==> config.mk <==
export PLATFORM = sky130hd
export DESIGN_NAME = div_seq
export DESIGN_NICKNAME = d
export VERILOG_FILES = /design/src/rtl/div_seq_pkg.sv /design/src/rtl/div_step.sv /design/src/rtl/div_seq.sv
export SDC_FILE = /design/constraint.sdc
export NUM_CORES = 1
export LEC_CHECK = 0
export ABC_AREA = 1
export BUFFER_PORTS_ARGS = -buffer_cell sky130_fd_sc_hd__buf_2
export CAP_MARGIN = 25
export CORE_MARGIN = 3
export CORE_UTILIZATION = 45
export DETAILED_ROUTE_END_ITERATION = 8
export PLACE_DENSITY_LB_ADDON = 0.2
export SYNTH_ARGS = -nofsm -noshare
export SYNTH_HDL_FRONTEND = slang
export SYNTH_SLANG_ARGS = --single-unit
==> constraint.sdc <==
create_clock -name clk -period 2 [get_ports clk]
set_input_delay 0.2 -clock clk [delete_from_list [all_inputs] [get_ports clk]]
set_output_delay 0.2 -clock clk [all_outputs]
set_load 0.01 [all_outputs]
==> src/rtl/div_seq_pkg.sv <==
// Shared definitions for the sequential divider: state encoding and default width.
package div_seq_pkg;

  localparam int unsigned DIV_WIDTH = 32;

  // Controller states of the iterative divider.
  typedef enum logic [1:0] {
    DIV_ST_IDLE = 2'd0,
    DIV_ST_PREP = 2'd1,
    DIV_ST_ITER = 2'd2,
    DIV_ST_FIX  = 2'd3
  } div_state_e;

endpackage : div_seq_pkg

==> src/rtl/div_step.sv <==
// One radix-2 restoring division step (combinational).
// Ports:
//   rem_i     - current partial remainder (WIDTH+1 bits)
//   msb_i     - next dividend bit shifted into the remainder
//   divisor_i - divisor magnitude
//   rem_o     - next partial remainder
//   q_bit_o   - quotient bit produced by this step
module div_step #(
  parameter int unsigned WIDTH = 32
) (
  input  logic [WIDTH:0]   rem_i,
  input  logic             msb_i,
  input  logic [WIDTH-1:0] divisor_i,
  output logic [WIDTH:0]   rem_o,
  output logic             q_bit_o
);

  localparam int unsigned EXT_W = WIDTH + 2;

  logic [EXT_W-1:0] shifted;
  logic [EXT_W-1:0] diff;

  // Shift in the next dividend bit, then trial-subtract the divisor.
  always_comb begin
    shifted = {rem_i, msb_i};
    diff    = shifted - EXT_W'(divisor_i);
    // Partial remainder stays below the divisor, so shifted[WIDTH+1] is
    // normally zero and diff's top bit is the borrow.
    q_bit_o = shifted[EXT_W-1] | ~diff[EXT_W-1];
    rem_o   = q_bit_o ? diff[WIDTH:0] : shifted[WIDTH:0];
  end

endmodule : div_step

==> src/rtl/div_seq.sv <==
// Multi-cycle radix-2 restoring divider (signed/unsigned) with flush.
// Ports:
//   clk, rst         - clock, synchronous active-high reset
//   start, is_signed - request and signedness, sampled in IDLE with a, b
//   a, b             - dividend, divisor
//   flush            - abort any in-flight operation, results untouched
//   busy             - operation in progress
//   done             - one-cycle pulse, results valid
//   quotient         - registered quotient, held until next done
//   remainder        - registered remainder, held until next done
//   div_zero         - registered divide-by-zero flag, updated with done
module div_seq
  import div_seq_pkg::*;
#(
  parameter int unsigned WIDTH = DIV_WIDTH
) (
  input  logic             clk,
  input  logic             rst,
  input  logic             start,
  input  logic             is_signed,
  input  logic [WIDTH-1:0] a,
  input  logic [WIDTH-1:0] b,
  input  logic             flush,
  output logic             busy,
  output logic             done,
  output logic [WIDTH-1:0] quotient,
  output logic [WIDTH-1:0] remainder,
  output logic             div_zero
);

  localparam int unsigned CNT_W = (WIDTH > 1) ? $clog2(WIDTH) : 1;
  localparam int unsigned REM_W = WIDTH + 1;

  div_state_e       state_q, state_d;

  logic [WIDTH-1:0] a_q, a_d;
  logic [WIDTH-1:0] b_q, b_d;
  logic             sgn_q, sgn_d;
  logic [WIDTH-1:0] dvd_q, dvd_d;
  logic [WIDTH-1:0] dsr_q, dsr_d;
  logic [REM_W-1:0] rem_q, rem_d;
  logic [CNT_W-1:0] cnt_q, cnt_d;
  logic             q_neg_q, q_neg_d;
  logic             r_neg_q, r_neg_d;
  logic             dz_q, dz_d;

  logic             busy_q, busy_d;
  logic             done_q, done_d;
  logic [WIDTH-1:0] quo_q, quo_d;
  logic [WIDTH-1:0] rmd_q, rmd_d;
  logic             dzo_q, dzo_d;

  logic [REM_W-1:0] step_rem;
  logic             step_q;

  div_step #(.WIDTH(WIDTH)) u_step (
    .rem_i    (rem_q),
    .msb_i    (dvd_q[WIDTH-1]),
    .divisor_i(dsr_q),
    .rem_o    (step_rem),
    .q_bit_o  (step_q)
  );

  // State and datapath registers.
  always_ff @(posedge clk) begin
    if (rst) begin
      state_q <= DIV_ST_IDLE;
      a_q     <= '0;
      b_q     <= '0;
      sgn_q   <= 1'b0;
      dvd_q   <= '0;
      dsr_q   <= '0;
      rem_q   <= '0;
      cnt_q   <= '0;
      q_neg_q <= 1'b0;
      r_neg_q <= 1'b0;
      dz_q    <= 1'b0;
      busy_q  <= 1'b0;
      done_q  <= 1'b0;
      quo_q   <= '0;
      rmd_q   <= '0;
      dzo_q   <= 1'b0;
    end else begin
      state_q <= state_d;
      a_q     <= a_d;
      b_q     <= b_d;
      sgn_q   <= sgn_d;
      dvd_q   <= dvd_d;
      dsr_q   <= dsr_d;
      rem_q   <= rem_d;
      cnt_q   <= cnt_d;
      q_neg_q <= q_neg_d;
      r_neg_q <= r_neg_d;
      dz_q    <= dz_d;
      busy_q  <= busy_d;
      done_q  <= done_d;
      quo_q   <= quo_d;
      rmd_q   <= rmd_d;
      dzo_q   <= dzo_d;
    end
  end

  // Next-state, datapath and registered-output logic.
  always_comb begin
    state_d = state_q;
    a_d     = a_q;
    b_d     = b_q;
    sgn_d   = sgn_q;
    dvd_d   = dvd_q;
    dsr_d   = dsr_q;
    rem_d   = rem_q;
    cnt_d   = cnt_q;
    q_neg_d = q_neg_q;
    r_neg_d = r_neg_q;
    dz_d    = dz_q;
    done_d  = 1'b0;
    quo_d   = quo_q;
    rmd_d   = rmd_q;
    dzo_d   = dzo_q;

    unique case (state_q)
      DIV_ST_IDLE: begin
        if (start && !flush) begin
          a_d     = a;
          b_d     = b;
          sgn_d   = is_signed;
          state_d = DIV_ST_PREP;
        end
      end

      DIV_ST_PREP: begin
        q_neg_d = sgn_q & (a_q[WIDTH-1] ^ b_q[WIDTH-1]);
        r_neg_d = sgn_q & a_q[WIDTH-1];
        dvd_d   = (sgn_q & a_q[WIDTH-1]) ? -a_q : a_q;
        dsr_d   = (sgn_q & b_q[WIDTH-1]) ? -b_q : b_q;
        rem_d   = '0;
        cnt_d   = '0;
        if (b_q == '0) begin
          dz_d    = 1'b1;
          state_d = DIV_ST_FIX;
        end else begin
          dz_d    = 1'b0;
          state_d = DIV_ST_ITER;
        end
      end

      DIV_ST_ITER: begin
        // Dividend register doubles as the quotient shift register.
        rem_d = step_rem;
        dvd_d = {dvd_q[WIDTH-2:0], step_q};
        if (cnt_q == CNT_W'(WIDTH - 1)) begin
          state_d = DIV_ST_FIX;
        end else begin
          cnt_d = cnt_q + CNT_W'(1);
        end
      end

      DIV_ST_FIX: begin
        state_d = DIV_ST_IDLE;
        done_d  = 1'b1;
        if (dz_q) begin
          quo_d = '1;
          rmd_d = a_q;
          dzo_d = 1'b1;
        end else begin
          quo_d = q_neg_q ? -dvd_q : dvd_q;
          rmd_d = r_neg_q ? -rem_q[WIDTH-1:0] : rem_q[WIDTH-1:0];
          dzo_d = 1'b0;
        end
      end

      default: state_d = DIV_ST_IDLE;
    endcase

    // Squash: abandon the operation and leave the visible results alone.
    if (flush && (state_q != DIV_ST_IDLE)) begin
      state_d = DIV_ST_IDLE;
      done_d  = 1'b0;
      quo_d   = quo_q;
      rmd_d   = rmd_q;
      dzo_d   = dzo_q;
    end

    busy_d = (state_d != DIV_ST_IDLE);
  end

  assign busy      = busy_q;
  assign done      = done_q;
  assign quotient  = quo_q;
  assign remainder = rmd_q;
  assign div_zero  = dzo_q;

endmodule : div_seq

==> load_flow_metrics.sql, run 1 <==
INSERT INTO impl_metrics (metric_group, metric, value, unit) VALUES
('critical_path', 'startpoint_type', 'register', ''),
('layout', 'layout.cell_area.non_filler', '0.02168', 'mm²'),
('global_routing', 'grtUsageTotal', '0.3119', ''),
('global_routing', 'grt.busiest_layer', 'met2', ''),
('floorplanning', 'coreArea', '0.03362', 'mm²'),
('worst_hold_path', 'worstHoldPathType', 'in -> reg', ''),
('layout', 'filler_cell_count', '3085', ''),
('yosys', 'yosys_register_bits', '239', ''),
('placed_design', 'dpl_cell_area', '0.01834', 'mm²'),
('placed_design', 'detailedPlacementHpwl', '44050', 'µm'),
('clock_tree', 'cts_root_buffer', 'clkbuf_16', ''),
('run_status', 'status', 'finished with violations', ''),
('yosys', 'synthesis.area', '0.01539', 'mm²'),
('power', 'power.ir.vdd_worst', '0.0008575', 'V'),
('clock_tree', 'cts_htree_levels', '1', ''),
('sta', 'final_setup_viols', '33', ''),
('layout', 'layout-drive-gt1-share', '0.2831', ''),
('yosys', 'netlist-cell-type-count', '50', ''),
('power', 'power.share.switching', '0.4502', ''),
('floorplanning', 'initial_utilization', '0.4578', ''),
('route', 'detail_route.drc_violations', '0', ''),
('sta', 'period_minus_slack', '2.081', 'ns'),
('floorplanning', 'io-pin-count', '136', ''),
('critical_path', 'worst_ep_arrival_time', '2.55', 'ns'),
('floorplanning', 'fp.dieW', '190.9', 'µm'),
('sta', 'timing.final.crit_share', '1.040', ''),
('clock_tree', 'clk_path_buf_depth', '3', ''),
('yosys', 'syn_inst', '2452', ''),
('yosys', 'synth-seq-area-share', '0.3109', ''),
('power', 'power.clock.fraction', '0.194', ''),
('global_routing', 'grt_pass1_vias', '16530', ''),
('clock_tree', 'cts.reportedPaths.clkPinSlew', '0.06', 'ns'),
('layout', 'antenna_cells_inserted', '0', ''),
('clock_tree', 'cts_tree', 'built', ''),
('global_routing', 'grt_antenna_before_repair', '6', ''),
('critical_path', 'ff2ff_setup_slack', '-0.08', 'ns'),
('global_routing', 'globalRoute.totalOverflow', '0', ''),
('clock_tree', 'cts_inserted_buffers', '28', ''),
('route', 'routed_via_density', '5.326', ''),
('critical_path', 'critical_path_peak_fanout', '7', ''),
('placed_design', 'io_buffer_count', '135', ''),
('global_routing', 'grt_max_degree', '111', ''),
('clock_tree', 'cts.sink_count', '239', ''),
('sta', 'rsz0062_at_grt', 'yes', ''),
('sta', 'timing.fmax', '480.6', 'MHz'),
('clock_tree', 'clkLatencyLatePin', '0.56', 'ns'),
('route', 'drt_iter0_drc', '1643', ''),
('critical_path', 'timing.critical_path.to_type', 'register', ''),
('global_routing', 'grt_util_met3', '0.06345', ''),
('floorplanning', 'rows', '67', ''),
('critical_path', 'crit_type', 'reg -> reg', ''),
('sta', 'tightest_slew', '0.6307', 'ns'),
('power', 'power_density', '1420', 'mW/mm²'),
('global_routing', 'wire_length_of_the_first_global_routing_pass', '90250', 'µm'),
('power', 'power.share.combinational', '0.602', ''),
('placed_design', 'preCtsSetupSlack', '-0.4008', 'ns'),
('power', 'power.share.sequential', '0.205', ''),
('yosys', 'yosys_warnings', '0', ''),
('yosys', 'syn_nets', '2564', ''),
('power', 'switching_power', '0.01386', 'W'),
('job', 'drv_cap', '0', ''),
('sta', 'fin_ws', '-0.08067', 'ns'),
('route', 'firstDrtPassIters', '5', ''),
('power', 'power.leakage', '10.51', 'nW'),
('layout', 'area_growth_syn_to_layout', '40.89', '%'),
('run_status', 'violations', 'setup timing', ''),
('sta', 'slew_violations', '0', ''),
('route', 'detail_route.wirelength', '58660', 'µm'),
('global_routing', 'global_route.usage.met2', '0.4670', ''),
('route', 'wire_per_inst', '17.54', 'µm'),
('critical_path', 'wp_data_required', '2.47', 'ns'),
('sta', 'finalHoldViolations', '0', ''),
('floorplanning', 'design.die.area', '0.03645', 'mm²'),
('route', 'total_number_of_vias', '17810', ''),
('sta', 'final.setup.tns', '-1.597', 'ns'),
('route', 'detail-route-antenna-nets', '0', ''),
('power', 'internal_power', '0.01693', 'W'),
('global_routing', 'grtUsageMet1', '0.4548', ''),
('layout', 'fin_nets', '2987', ''),
('sta', 'worst_slew_margin_rel', '0.5795', ''),
('placed_design', 'routabilityCongestion', '0.9853', ''),
('floorplanning', 'die_height', '190.9', 'µm'),
('sta', 'post_route_skew', '0.01697', 'ns'),
('yosys', 'synth.avg_cell_area', '6.276', 'µm²');
-- placed cells by master (no fill, tap or decap), types with 19 or more instances in the layout --
cell type,netlist,final
inv_1,362,326
a21oi_1,238,222
a31oi_1,40,40
o21ai_0,195,183
buf_4,0,273
nand2_2,8,67
clkbuf_16,0,32
ha_4,0,32
dlygate4sd3_1,0,64
buf_2,8,134
nor2_1,173,145
nand3_2,26,58
dfxtp_2,0,24
nand2_1,626,550
nand3_1,186,148
nand4_1,27,27
inv_2,9,39
nor3_1,30,26
nand2_4,4,19
dfxtp_1,239,212
xor2_1,39,36
-- kinds of logic (layout without fill, tap and decap cells) --
kind of cell	count (synthesis)	in the layout	synth area share
AO/OA/AOI/OAI	527	527	0.1837
XOR/XNOR	52	52	0.02959
adder cells (fa/ha/maj)	43	43	0.03545
buffers and inverters	477	921	0.1237
flip-flops	239	239	0.3109
AND/OR/NAND/NOR	1114	1114	0.3167
-- cell type report --
cell class | instances | area [µm²] | share of cell area
clock inverters | 12 | 265.3 | 0.01223
well taps | 448 | 560.5 | 0.02585
multi-input cells | 1736 | 9970 | 0.4598
clock buffers | 39 | 803.3 | 0.03705
flip-flops and latches | 239 | 4826 | 0.2226
inverters | 373 | 1418 | 0.06538
repair buffers | 497 | 3841 | 0.1771
-- state kept, by name, indices dropped and copies added (netlist names) --
name / flops
rem_q: 33
a_q: 32
b_q: 32
dsr_q: 32
dvd_q: 32
quotient: 32
remainder: 32
cnt_q: 5
state_q: 2
busy: 1
div_zero: 1
done: 1
dz_q: 1
q_neg_q: 1
r_neg_q: 1
sgn_q: 1
-- power by group through the flow --
stage                     sequential, W  clock, W  combinational (W)
after global placement          0.00628         0             0.0151
after global routing            0.00638   0.00622             0.0202
after CTS                       0.00624   0.00602             0.0164
final                           0.00630   0.00596             0.0185
after floorplan                 0.00613         0            0.00907
after detailed placement        0.00630         0             0.0152
-- path summary, 6_finish.rpt --
path | start | endpoint | cells after the start
min | a[31] | a_q[31] | 3
max | dsr_q[18] | rem_q[10] | 15
max reg2reg | dsr_q[18] | rem_q[10] | 15
min reg2reg | dvd_q[23] | dvd_q[23] | 2
-- layer usage --
layer,share of wire,vias to the layer above
li1,-,8814
met5,0.00036,-
met1,0.46,8236
met3,0.085,102
met2,0.43,653
met4,0.027,4
-- metrics by stage --
| step | power [W] | hold WS (ns) | instances | utilization |
|---|---|---|---|---|
| CTS | 0.02870 | -0.05358 | 3320 | 0.6168 |
| global route | 0.03276 | 0.07488 | 3344 | 0.6450 |
| finish | 0.03079 | 0.03982 | 3344 | 0.6450 |
| global placement | 0.02140 | 0.4578 | 3202 | 0.5456 |
| detailed placement | 0.02148 | 0.4603 | 3202 | 0.5456 |
| floorplan | 0.01520 | 0.3933 | 2452 | - |
-- what timing repair did --
action | 4_1_cts | 5_1_grt
pin swaps | 28 | 81
hold buffers | 63 | 1
cloned | 1 | 3
resized for setup | 141 | 215
setup endpoints to repair | 47 | 82
hold endpoints to repair | 74 | 10
setup buffers | 3 | 20
-- critical path: stages, from the launching register on --
cell	delay, ns
dfxtp_2	0.31
inv_2	0.12
ha_4	0.24
nand2_1	0.06
nand2_1	0.07
nand2_1	0.09
nand2_2	0.07
a21oi_4	0.16
nor2_4	0.06
nor2_4	0.11
buf_6	0.13
nand2_8	0.11
clkbuf_16	0.19
nand2_2	0.06
nand3_2	0.06
a21oi_2	0.14
-- cell usage after synthesis (all sizes together) --
cell type	number	area (µm²)
o21a	1	7.510
a221oi	1	8.760
xnor2	13	113.9
a21oi	240	1209
inv	371	1393
buf	26	200.2
o22ai	2	12.51
or2	5	31.28
clkbuf	78	304.0
nand4	27	168.9
and2	5	31.28
nand2	638	2445
nor3	32	176.4
dfxtp	239	4785
nor3b	1	7.510
a31oi	40	250.2
or3	2	12.51
xor2	39	341.6
fa	1	20.02
o211ai	16	120.1
o221ai	13	113.9
o21ai	205	1037
nand3	213	1209
o21bai	3	22.52
clkinv	2	7.510
a21boi	1	7.510
ha	42	525.5
o31ai	3	22.52
a211oi	2	15.01
nor2	181	719.4
nor4	2	12.51
nand3b	8	60.06
Note: power is estimated with default switching activity, not from simulation.
==> run 2, diff against run 1 <==
clock period = 2.4 ns   (was 2 ns; I/O delays follow)
==> run 2 against run 1 <==
Effect of this change: the run now ends clean; die area is the same; critical path depth down 5; clock skew rose by 0.014 ns; count of clock-buffer cells in the layout is 1 higher; non-clock buffer count is 235 lower; sequential share of layout area is 3.9 points higher; sequential power decreased by 17%; critical path type unchanged; largest power group unchanged.
==> load_flow_metrics.sql, run 2 (synthesis results as in run 1) <==
INSERT INTO impl_metrics (metric_group, metric, value, unit) VALUES
('run_status', 'status', 'complete, no violations', ''),
('power', 'power_density', '1146', 'mW/mm²'),
('floorplanning', 'die_height', '190.9', 'µm'),
('critical_path', 'crit_type', 'reg -> reg', ''),
('layout', 'layout.cells.most_common', 'nand2_1', ''),
('route', 'total_number_of_vias', '16680', ''),
('placed_design', 'io_buffer_count', '135', ''),
('sta', 'slew_violations', '0', ''),
('clock_tree', 'cts.reportedPaths.clkPinSlew', '0.06', 'ns'),
('sta', 'timing.fmax', '437.9', 'MHz'),
('critical_path', 'reg2reg_from', 'dvd_q[5]', ''),
('power', 'internal_power', '0.01089', 'W'),
('power', 'power.share.combinational', '0.550', ''),
('critical_path', 'cp-startpoint', 'dvd_q[5]', ''),
('critical_path', 'critical_path_peak_fanout', '6', ''),
('power', 'power.ir.vdd_worst', '0.0005804', 'V'),
('layout', 'largest_register_ff_count', '33', ''),
('sta', 'rsz0062_at_grt', 'yes', ''),
('layout', 'layout_common_cells', 'nand2_1 (621), inv_1 (360), a21oi_1 (236)', ''),
('layout', 'final_util', '0.5459', ''),
('floorplanning', 'rows', '67', ''),
('route', 'detail_route.wirelength', '56190', 'µm'),
('global_routing', 'globalRoute.totalOverflow', '0', ''),
('clock_tree', 'cts_inserted_buffers', '27', ''),
('power', 'power.clock.fraction', '0.201', ''),
('critical_path', 'rr_endpoint', 'quotient[31]', ''),
('floorplanning', 'io-pin-count', '136', ''),
('placed_design', 'detailedPlacementHpwl', '43400', 'µm'),
('power', 'switching_power', '0.01013', 'W'),
('clock_tree', 'clk_path_buf_depth', '3', ''),
('sta', 'finalHoldViolations', '0', ''),
('sta', 'period_minus_slack', '2.284', 'ns'),
('global_routing', 'grt_max_degree', '122', ''),
('route', 'routed_via_density', '5.376', ''),
('placed_design', 'dpl_cell_area', '0.01685', 'mm²'),
('floorplanning', 'fp.dieW', '190.9', 'µm'),
('sta', 'post_route_skew', '0.03072', 'ns'),
('sta', 'timing.final.crit_share', '0.9516', ''),
('power', 'power.leakage', '8.972', 'nW'),
('critical_path', 'worst_ep_arrival_time', '2.78', 'ns'),
('layout', 'final_cells', '3102', ''),
('layout', 'layout.cell_area.non_filler', '0.01835', 'mm²'),
('floorplanning', 'initial_utilization', '0.4578', ''),
('floorplanning', 'design.die.area', '0.03645', 'mm²'),
('clock_tree', 'clkLatencyLatePin', '0.56', 'ns'),
('layout', 'antenna_cells_inserted', '0', ''),
('route', 'drt_iter0_drc', '1714', ''),
('critical_path', 'timing.critical_path.to_type', 'register', ''),
('worst_hold_path', 'worstHoldPathType', 'in -> reg', ''),
('sta', 'final_setup_viols', '0', ''),
('placed_design', 'dp.cells', '3014', ''),
('critical_path', 'critical_path.endpoint', 'quotient[31]', ''),
('power', 'power.share.switching', '0.4820', ''),
('sta', 'worst_slew_margin_rel', '0.3848', ''),
('power', 'power.share.sequential', '0.249', ''),
('critical_path', 'startpoint_type', 'register', ''),
('route', 'detail_route.drc_violations', '0', ''),
('global_routing', 'grt_pass1_vias', '15400', ''),
('clock_tree', 'cts.sink_count', '239', ''),
('route', 'detail-route-antenna-nets', '0', ''),
('floorplanning', 'coreArea', '0.03362', 'mm²'),
('power', 'total_power', '0.02102', 'W'),
('layout', 'layout-drive-gt1-share', '0.1368', ''),
('layout', 'largest_register', 'rem_q', ''),
('clock_tree', 'cts_root_buffer', 'clkbuf_16', ''),
('placed_design', 'routabilityCongestion', '0.9909', ''),
('critical_path', 'worstRegToRegCells', '10', ''),
('sta', 'tightest_slew', '0.9132', 'ns'),
('critical_path', 'ff2ff_setup_slack', '0.12', 'ns'),
('global_routing', 'grtUsageTotal', '0.3023', ''),
('route', 'wire_per_inst', '18.11', 'µm'),
('sta', 'final.setup.tns', '0', 'ns'),
('global_routing', 'grt_antenna_before_repair', '7', ''),
('clock_tree', 'cts_tree', 'built', ''),
('clock_tree', 'cts_htree_levels', '1', ''),
('job', 'drv_cap', '0', ''),
('route', 'firstDrtPassIters', '7', ''),
('layout', 'area_growth_syn_to_layout', '19.24', '%'),
('critical_path', 'wp_data_required', '2.90', 'ns'),
('layout', 'fin_nets', '2751', ''),
('global_routing', 'wire_length_of_the_first_global_routing_pass', '86880', 'µm');
==> run 2: worst min-delay path by stage <==
stage / startpoint / to / cells past startpoint
floorplan: b[8] / b_q[8] / 2
detailed placement: dvd_q[23] / dvd_q[23] / 2
finish: a[20] / a_q[20] / 3
global route: b[17] / b_q[17] / 3
CTS: a[19] / a_q[19] / 3
global placement: dvd_q[23] / dvd_q[23] / 2
==> run 2: metrics by stage <==
| step | hold slack (ns) | setup slack [ns] |
|---|---|---|
| after global placement | 0.4597 | 0.01557 |
| after floorplan | 0.4333 | 0.4674 |
| final | 0.003921 | 0.1162 |
| after global routing | 0.01241 | -0.05927 |
| after CTS | 0.002068 | 0.06258 |
| after detailed placement | 0.4577 | 0.08460 |
==> run 2: what timing repair did <==
action,in CTS,in global routing
setup endpoints to repair,0,40
resized for setup,0,36
endpoints found under the hold margin,42,0
buffers inserted,0,1
hold buffers,42,0
==> run 2: layout make-up <==
cell class	count	area [µm²]
tap	448	560.5
multi-input combinational	1736	8860
clock buffer	40	814.5
sequential	239	4792
inverter	373	1401
timing repair buffer	262	1846
fill	3396	15260
clock inverter	4	77.57
==> run 2: routing by layer <==
metal | vias to the layer above | track usage | part of all wire
li1 | 8315 | - | -
met1 | 7609 | 0.4456 | 0.47
met2 | 659 | 0.4490 | 0.41
met3 | 88 | 0.06840 | 0.096
met4 | 6 | 0.06717 | 0.023
met5 | - | 0 | 0.00069
==> run 2: power by group through the flow <==
stage | logic (W) | clock network (W) | registers [W]
final | 0.0116 | 0.00423 | 0.00523
after global routing | 0.0128 | 0.00444 | 0.00530
after CTS | 0.0112 | 0.00428 | 0.00521
after detailed placement | 0.0110 | 0 | 0.00529
after global placement | 0.0111 | 0 | 0.00528
after floorplan | 0.00756 | 0 | 0.00511
==> run 2: worst max-delay path: stages, from the launching register on <==
cell     delay, ns
dfxtp_1       0.42
nor2_1        0.20
nand3_1       0.13
nor2_1        0.18
nand3_2       0.13
o21ai_2       0.16
nand3_1       0.25
xor2_1        0.41
buf_4         0.21
nor2_1        0.04
nor2_1        0.09
